## src/rtl/shared_pkg.sv

```systemverilog
// Types shared by the register-file arbiter and its register-file neighbour:
// data width, register address encoding and the arbiter FSM states.
package shared_pkg;

  localparam int REG_WIDTH = 32;

  // Encodings 6 and 7 are deliberately unassigned and must be rejected.
  typedef enum logic [2:0] {
    REG_0 = 3'd0,
    REG_1 = 3'd1,
    REG_2 = 3'd2,
    REG_3 = 3'd3,
    REG_4 = 3'd4,
    REG_5 = 3'd5
  } reg_e;

  typedef enum logic [1:0] {
    IDLE,
    ISSUE,
    WAIT,
    RESP
  } arb_state_e;

  function automatic logic is_legal_reg(input logic [2:0] raw_addr);
    return raw_addr <= 3'(REG_5);
  endfunction

endpackage

```

## src/rtl/rr_arbiter2.sv

```systemverilog
// Two-way round-robin arbiter: grants the pointed-to requester first and
// moves the pointer to the other requester whenever a grant is taken.
module rr_arbiter2 (
  input  logic       clk,
  input  logic       rst_n,
  input  logic [1:0] req,
  input  logic       advance,
  output logic [1:0] grant
);

  logic ptr_q;
  logic ptr_d;

  always_comb begin
    grant = 2'b00;
    if (req[ptr_q]) begin
      grant[ptr_q] = 1'b1;
    end else if (req[!ptr_q]) begin
      grant[!ptr_q] = 1'b1;
    end
  end

  // After granting requester 0 point at 1, after granting 1 point at 0.
  always_comb begin
    ptr_d = ptr_q;
    if (advance && (grant != 2'b00)) begin
      ptr_d = grant[0];
    end
  end

  always_ff @(posedge clk or negedge rst_n) begin
    if (!rst_n) begin
      ptr_q <= 1'b0;
    end else begin
      ptr_q <= ptr_d;
    end
  end

endmodule

```

## src/rtl/regfile_arbiter.sv

```systemverilog
// Arbitrates two requesters onto one register-file port, one command at a time.
// Define REGFILE_ARB_TIMEOUT_EN to bound the wait for the register file's valid.
module regfile_arbiter
  import shared_pkg::*;
#(
  parameter int REG_WIDTH      = shared_pkg::REG_WIDTH,
  parameter int TIMEOUT_CYCLES = 15
) (
  input  logic                      clk,
  input  logic                      rst_n,
  input  logic [1:0]                req_valid,
  output logic [1:0]                req_ready,
  input  logic [1:0]                req_write,
  input  reg_e [1:0]                req_addr,
  input  logic [1:0][REG_WIDTH-1:0] req_wdata,
  output logic [1:0]                rsp_valid,
  input  logic [1:0]                rsp_ready,
  output logic [REG_WIDTH-1:0]      rsp_rdata,
  output logic                      rsp_err,
  output logic                      RegWrite,
  output reg_e                      addr,
  output logic [REG_WIDTH-1:0]      write_data,
  input  logic [REG_WIDTH-1:0]      read_data,
  input  logic                      valid
);

  if (TIMEOUT_CYCLES < 1) begin : g_bad_timeout_cfg
    $error("TIMEOUT_CYCLES must be at least 1");
  end

  arb_state_e             state_q, state_d;
  logic [1:0]             gnt_q, gnt_d;
  logic                   cmd_write_q, cmd_write_d;
  reg_e                   addr_q, addr_d;
  logic [REG_WIDTH-1:0]   write_data_q, write_data_d;
  logic [REG_WIDTH-1:0]   rsp_rdata_q, rsp_rdata_d;
  logic                   rsp_err_q, rsp_err_d;

  logic [1:0] grant;
  logic       accept;
  logic       sel;

`ifdef REGFILE_ARB_TIMEOUT_EN
  localparam int TMO_W = $clog2(TIMEOUT_CYCLES + 1);
  logic [TMO_W-1:0] tmo_cnt_q, tmo_cnt_d;
`endif

  assign accept = (state_q == IDLE) && (grant != 2'b00);
  assign sel    = grant[1];

  rr_arbiter2 u_rr (
    .clk     (clk),
    .rst_n   (rst_n),
    .req     (req_valid),
    .advance (accept),
    .grant   (grant)
  );

  always_comb begin
    // NOTE: every _d gets its hold value first, so no path through the case
    // statement can leave one unassigned and infer a latch.
    state_d      = state_q;
    gnt_d        = gnt_q;
    cmd_write_d  = cmd_write_q;
    addr_d       = addr_q;
    write_data_d = write_data_q;
    rsp_rdata_d  = rsp_rdata_q;
    rsp_err_d    = rsp_err_q;
`ifdef REGFILE_ARB_TIMEOUT_EN
    tmo_cnt_d    = tmo_cnt_q;
`endif

    unique case (state_q)
      IDLE: begin
        if (accept) begin
          gnt_d       = grant;
          cmd_write_d = req_write[sel];
          if (is_legal_reg(req_addr[sel])) begin
            addr_d       = req_addr[sel];
            write_data_d = req_wdata[sel];
            state_d      = ISSUE;
          end else begin
            // Bad address never reaches the register file.
            rsp_rdata_d = '0;
            rsp_err_d   = 1'b1;
            state_d     = RESP;
          end
        end
      end
      ISSUE: begin
`ifdef REGFILE_ARB_TIMEOUT_EN
        tmo_cnt_d = '0;
`endif
        state_d = WAIT;
      end
      WAIT: begin
        if (valid) begin
          rsp_rdata_d = cmd_write_q ? '0 : read_data;
          rsp_err_d   = 1'b0;
          state_d     = RESP;
        end
`ifdef REGFILE_ARB_TIMEOUT_EN
        else if (tmo_cnt_q == TMO_W'(TIMEOUT_CYCLES - 1)) begin
          rsp_rdata_d = '0;
          rsp_err_d   = 1'b1;
          state_d     = RESP;
        end else begin
          tmo_cnt_d = tmo_cnt_q + 1'b1;
        end
`endif
      end
      RESP: begin
        if ((rsp_ready & gnt_q) != 2'b00) begin
          state_d = IDLE;
        end
      end
      default: state_d = IDLE;
    endcase
  end

  always_ff @(posedge clk or negedge rst_n) begin
    if (!rst_n) begin
      state_q      <= IDLE;
      gnt_q        <= 2'b00;
      cmd_write_q  <= 1'b0;
      addr_q       <= REG_0;
      write_data_q <= '0;
      rsp_rdata_q  <= '0;
      rsp_err_q    <= 1'b0;
    end else begin
      // NOTE: non-blocking assignments so every flop samples pre-edge values.
      state_q      <= state_d;
      gnt_q        <= gnt_d;
      cmd_write_q  <= cmd_write_d;
      addr_q       <= addr_d;
      write_data_q <= write_data_d;
      rsp_rdata_q  <= rsp_rdata_d;
      rsp_err_q    <= rsp_err_d;
    end
  end

`ifdef REGFILE_ARB_TIMEOUT_EN
  always_ff @(posedge clk or negedge rst_n) begin
    if (!rst_n) begin
      tmo_cnt_q <= '0;
    end else begin
      tmo_cnt_q <= tmo_cnt_d;
    end
  end
`endif

  // rst_n gates the combinational ready so reset forces it low immediately.
  assign req_ready  = (state_q == IDLE && rst_n) ? grant : 2'b00;
  assign rsp_valid  = (state_q == RESP) ? gnt_q : 2'b00;
  assign RegWrite   = (state_q == ISSUE) && cmd_write_q;
  assign addr       = addr_q;
  assign write_data = write_data_q;
  assign rsp_rdata  = rsp_rdata_q;
  assign rsp_err    = rsp_err_q;

endmodule
```

## config.mk

```make
export PLATFORM = sky130hd
export DESIGN_NAME = regfile_arbiter
export DESIGN_NICKNAME = d
export VERILOG_FILES = /design/src/rtl/shared_pkg.sv /design/src/rtl/rr_arbiter2.sv /design/src/rtl/regfile_arbiter.sv
export SDC_FILE = /design/constraint.sdc
export NUM_CORES = 1
export LEC_CHECK = 0
export BUFFER_PORTS_ARGS = -buffer_cell sky130_fd_sc_hd__clkbuf_2
export CORE_AREA = 5 5 104 106
export DETAILED_ROUTE_END_ITERATION = 10
export DIE_AREA = 0 0 109 111
export PLACE_DENSITY = 0.75
export SYNTH_ARGS = -nofsm -noshare
export SYNTH_HDL_FRONTEND = slang
export SYNTH_SLANG_ARGS = --single-unit
```

## constraint.sdc

```tcl
create_clock -name clk -period 5.85 [get_ports clk]
set_input_delay 0 -clock clk [delete_from_list [all_inputs] [get_ports clk]]
set_output_delay 0 -clock clk [all_outputs]
set_load 0.01 [all_outputs]
```

* After elaboration in Yosys (flattened, before gate mapping)
Cells that the tools add are included.
Widths: inputs -> output; s select.
** Storage, ports and cells
- Register bits after elaboration :: 74
- Bits of input ports :: 111
- Output and inout port bits :: 73
- Logic and storage cells :: 69
** Operators by class
- Magnitude comparators :: 6
- Equal/unequal tests :: 7
- Muxes and demuxes :: 32
- Bitwise logic cells :: 1
- Reductions and logical operators :: 15
** Operators by type and width (number)
- $mux 32 :: 6
- $pmux 32 s2 :: 1
- $mux 2 :: 8
- $mux 1 :: 11
- $pmux 2 s4 :: 1
- $logic_and 1x1->1 :: 6
- $lt 1x2->1 const B :: 3
- $mux 3 :: 2
- $ne 2x2->1 const B :: 3
- $reduce_and 3->1 :: 2
- $reduce_bool 2->1 :: 3
- $eq 2x2->1 const B :: 2
- $reduce_and 4->1 :: 1
- $le 3x3->1 const B :: 1
- $and 2x2->2 :: 1
- $demux 1 s1 :: 2
- $eq 2x1->1 const B :: 1
- $ge 1x1->1 const B :: 2
- $logic_not 2->1 :: 1
- $ne 2x1->1 const B :: 1
- $pmux 1 s2 :: 1
- $reduce_and 2->1 :: 1
- $logic_not 1->1 :: 1

* Depth between registers and ports, before layout
- Word-level depth :: 13
- Gate-level depth with buffers :: 8

* Modules after synthesis
From an unflattened synthesis, not the netlist that was laid out.
** Unflattened totals
- Cell total of the unflattened synthesis :: 350
- Area total of the unflattened synthesis :: 3544.6 um2
** Modules (own cells, without submodules)
- regfile_arbiter :: times used 1, cells each 344, area an instance 3489.6 um2, seq. area each 1826.8 um2
- rr_arbiter2 :: times used 1, cells each 6, area an instance 55.1 um2, seq. area each 25.0 um2

* Worst setup path before layout
Ideal clock, no wire load.
- Path kind :: register -> register
- From :: register state_q[0]
- To :: register addr_q[0], in the netlist addr[0]
- Data arrival time :: 1810 ps
- Required time :: 5725 ps
- Path slack :: 3916 ps
- Stages on the path, launching flop included :: 7
- Path buffers :: 1
- Clock period less this slack :: 1934 ps
- Cell sequence :: dfrtp_1 > inv_1 > ha_1 > o21ai_0 > a311oi_4 > buf_6 > mux2_2
** On the way
- Word-level cells in the longest chain between the ends :: 3
** Ends and longest elaborated chain
- start, declared :: line regfile_arbiter.sv:31 : arb_state_e state_q, state_d;
- start signal, assigned :: line regfile_arbiter.sv:132 : state_q <= state_d;
- $logic_not 2->1 * :: line regfile_arbiter.sv:48, regfile_arbiter.sv:73
- $logic_and 1x1->1 :: line regfile_arbiter.sv:48 : assign accept = (state_q == IDLE) && (grant != 2'b00);
- $reduce_and 3->1 (no line) *
- end signal, assigned :: line regfile_arbiter.sv:135 : addr_q <= addr_d;
- end, declared :: line regfile_arbiter.sv:34 : reg_e addr_q, addr_d;
Every way passes the cells marked *; elsewhere a longest branch is shown, timed or not.
A chain may end at the register's enable or synchronous reset.

* Worst setup path in the final report
- From :: register state_q[0]
- To :: register rsp_rdata_q[22], in the netlist rsp_rdata[22]
** On the way
- Word-level cells in the longest chain between the ends :: 4
- Elaborated cells on any way between the ends :: 9
- Those cells by class :: eq/ne (4); mux (1); reduce/logical (4)
** Ends and longest elaborated chain
- $logic_not 2->1 :: line regfile_arbiter.sv:48, regfile_arbiter.sv:73
- $logic_and 1x1->1 :: line regfile_arbiter.sv:48
- $ne 2x1->1 (no line)
- $reduce_and 4->1 (no line)
- end signal, assigned :: line regfile_arbiter.sv:137 : rsp_rdata_q <= rsp_rdata_d;
- end, declared :: line regfile_arbiter.sv:36 : logic [REG_WIDTH-1:0] rsp_rdata_q, rsp_rdata_d;
Parallel ways exist; a longest one is shown, timed or not.

==> flow_summary.json <==
{
  "outcome": "complete, no violations",
  "fin_setup_tns_ns": 0,
  "clk_latency_ns": 0.35,
  "numCtsBuffers": 9,
  "path_depth": 6,
  "dieArea_um2": 12100,
  "use_met1_pct": 18.5,
  "antenna_left": 0,
  "clkPwrFrac_pct": 17.5,
  "r2r_cells": 6,
  "clkSinkCount": 73,
  "crit_family": "compound AO/OA/AOI/OAI gates",
  "synth_cell_type_count": 31,
  "avgSynthCellArea_um2": 13.9,
  "via_count": 2830,
  "sw_frac_of_total_pct": 35.5,
  "cts_hold_buf": 50,
  "syn_to_final_growth_pct": 52.4,
  "max-vdd-ir-drop_mv": 0.172,
  "fmax_ghz": 0.389,
  "portBuffers": 183,
  "crit_path_end_kind": "flip-flop",
  "grt_max_degree": 76,
  "critPathMaxFanout": 32,
  "fin_skew_ns": 0.0100,
  "initial_core_util_pct": 34.1,
  "final_hold_viol_count": 0,
  "syn_inst": 237,
  "synth.top_cells.by_count": "73 x dfrtp_1, 66 x mux2_2, 33 x a22o_1",
  "num_rows": 36,
  "synth_edf_count": 0,
  "met3_usage_pct": 5.24,
  "drive_gt1_share_pct": 57.0,
  "min_path_type": "input port to flip-flop",
  "switchingPower_uw": 839,
  "seq_power_share_pct": 38.3,
  "cts_resized": 0,
  "internal_power_uw": 1520,
  "synth_top_cell_by_area": "dfrtp_1",
  "critPathArrivalTime_ns": 2.85,
  "min_path_cells": 3,
  "drv_slew": 0,
  "cpMaxStageDelayCell": "o211a_1",
  "clkSlewWorstSetupHoldPaths_ns": 0.08,
  "ys.flop_type": "dfrtp_1",
  "grt_use_total_pct": 15.7,
  "fin_ws_ns": 3.28,
  "path_class": "flip-flop to flip-flop",
  "rsz0062_at_grt": "false",
  "fp.dieH_um": 111,
  "clockBufferDepth": 2,
  "core-area_um2": 9680,
  "grt_pass1_vias": 2960,
  "ys_warn_count": 0,
  "ys_seq_elements": 73,
  "die_width_um": 109,
  "regArea_um2": 1830,
  "cts_tree": "done",
  "use_met2_pct": 26.0,
  "grt-ovfl-total": 0,
  "r2r_slack_ns": 3.28,
  "async_flop_share_pct": 100,
  "timing.final.crit_share_pct": 44.0,
  "synth_area_um2": 3300,
  "start_kind": "flip-flop",
  "routedWlPerCell_um": 15.6,
  "clockRootBuffer": "clkbuf_8",
  "fill_cells": 826,
  "routabilityCongestion": 0.819,
  "power_uw": 2360,
  "nets": 584,
  "drt-pass1-iter-count": 4,
  "avgViaCountPerCell": 4.65,
  "drt_wl_total_um": 9480,
  "required_ns": 6.13,
  "dpl.hpwl_um": 6700,
  "tightest_slew_ns": 1.04,
  "slew_headroom_pct": 30.8,
  "cpPeakStageDelay_ns": 0.89,
  "synth_nets": 352,
  "maxCapViolations": 0,
  "power_density_nw_per_um2": 469,
  "grt_pass1_wl_um": 14700,
  "finalSetupViolCount": 0,
  "multi_input_area_um2": 1380,
  "leakage_uw": 0.00256,
  "dr.first_iter.drc_count": 122,
  "synth.most_common_cell": "dfrtp_1",
  "io_pins": 184,
  "comb_power_share_pct": 44.2,
  "cts_htree_levels": 3,
  "period_minus_slack_ns": 2.57,
  "synth_area_leaders": "dfrtp_1 55%, mux2_2 23%, a22o_1 8.8%",
  "synth_top_area_share_pct": 55.3,
  "antenna_found_initial": 1,
  "worstPathCellList": "inv_1 > ha_1 > nor3b_1 > nor4b_1 > o211a_1 > a22o_1",
  "busiest_layer": "met2",
  "post-route-drc-count": 0,
  "post-cts-setup-buffer-count": 0,
  "ys_seq_area_share_pct": 55.3,
  "dp_slack_ns": 3.31,
  "critPathBufInv": 1
}
[path summary, 6_finish.rpt]
kind	start	to
max	state_q[0]	rsp_rdata[22]
min	req_wdata[48]	write_data[16]
max reg2reg	state_q[0]	rsp_rdata[22]
min reg2reg	rsp_rdata[8]	rsp_rdata[8]
max in group asynchronous	rst_n	state_q[0]
min in group asynchronous	rst_n	write_data[11]
[layout make-up]
cell class	instances	share of cell area, %
clock inverters	3	1.29
multi-input cells	145	27.3
flip-flops and latches	73	36.3
diodes	1	0.0497
clock buffers	13	2.76
repair buffers	236	28.6
well taps	133	3.31
inverters	4	0.298
[worst min-delay path, stage by stage]
cell      delay [ns]
clkbuf_2        0.07
mux2_2          0.13
mux2_2          0.13
[state kept, by name (all words and copies together), names as in the netlist]
name	cells
write_data	32
rsp_err	1
gnt_q	2
addr	3
cmd_write_q	1
rsp_rdata	32
state_q	2
[cells in the final DEF, fill, tap and decap left out, types with 2 or more instances in the layout]
master,n
o21ai_0,4
buf_4,4
bufinv_16,2
clkbuf_1,4
a22o_1,33
a21oi_1,5
clkbuf_8,9
mux2_2,66
clkbuf_2,182
dfrtp_1,73
mux2i_1,2
nand2_1,8
inv_1,4
ha_1,4
o21ba_2,2
a31o_2,2
and2_1,4
dlygate4sd3_1,50
[kinds of logic after synthesis]
kind of cell,after synthesis,share of synthesized area [%]
mux,68,23.1
compound gates,54,13.8
flops,73,55.3
buf+inv,19,3.03
fa+ha+maj,4,1.52
simple gates,19,3.22
[metal layers]
layer  up-vias  routed length (um)
li1       1352                   -
met5         -                   0
met3        10                 919
met1      1322                3840
met4         0                 163
met2       146                4550
[power by group through the flow]
stage	Combinational, uW	Sequential (uW)	Clock [uW]
6_report	1040	905	413
5_1_grt	1140	938	451
4_1_cts	1050	905	428
3_5_place_dp	1020	906	0
3_3_place_gp	993	900	0
2_1_floorplan	526	996	0
[per-stage QoR]
step | util, % | std cells | area (um^2) | hold slack, ns
after floorplan | - | 237 | 3300 | -0.296
after global placement | 44.7 | 541 | 4320 | 0.180
after detailed placement | 44.7 | 541 | 4320 | 0.201
after CTS | 51.9 | 607 | 5030 | 0.000237
after global routing | 52.0 | 608 | 5030 | 0.00273
final | 52.0 | 608 | 5030 | 0.0177
Power figures use the tool's default switching activity.
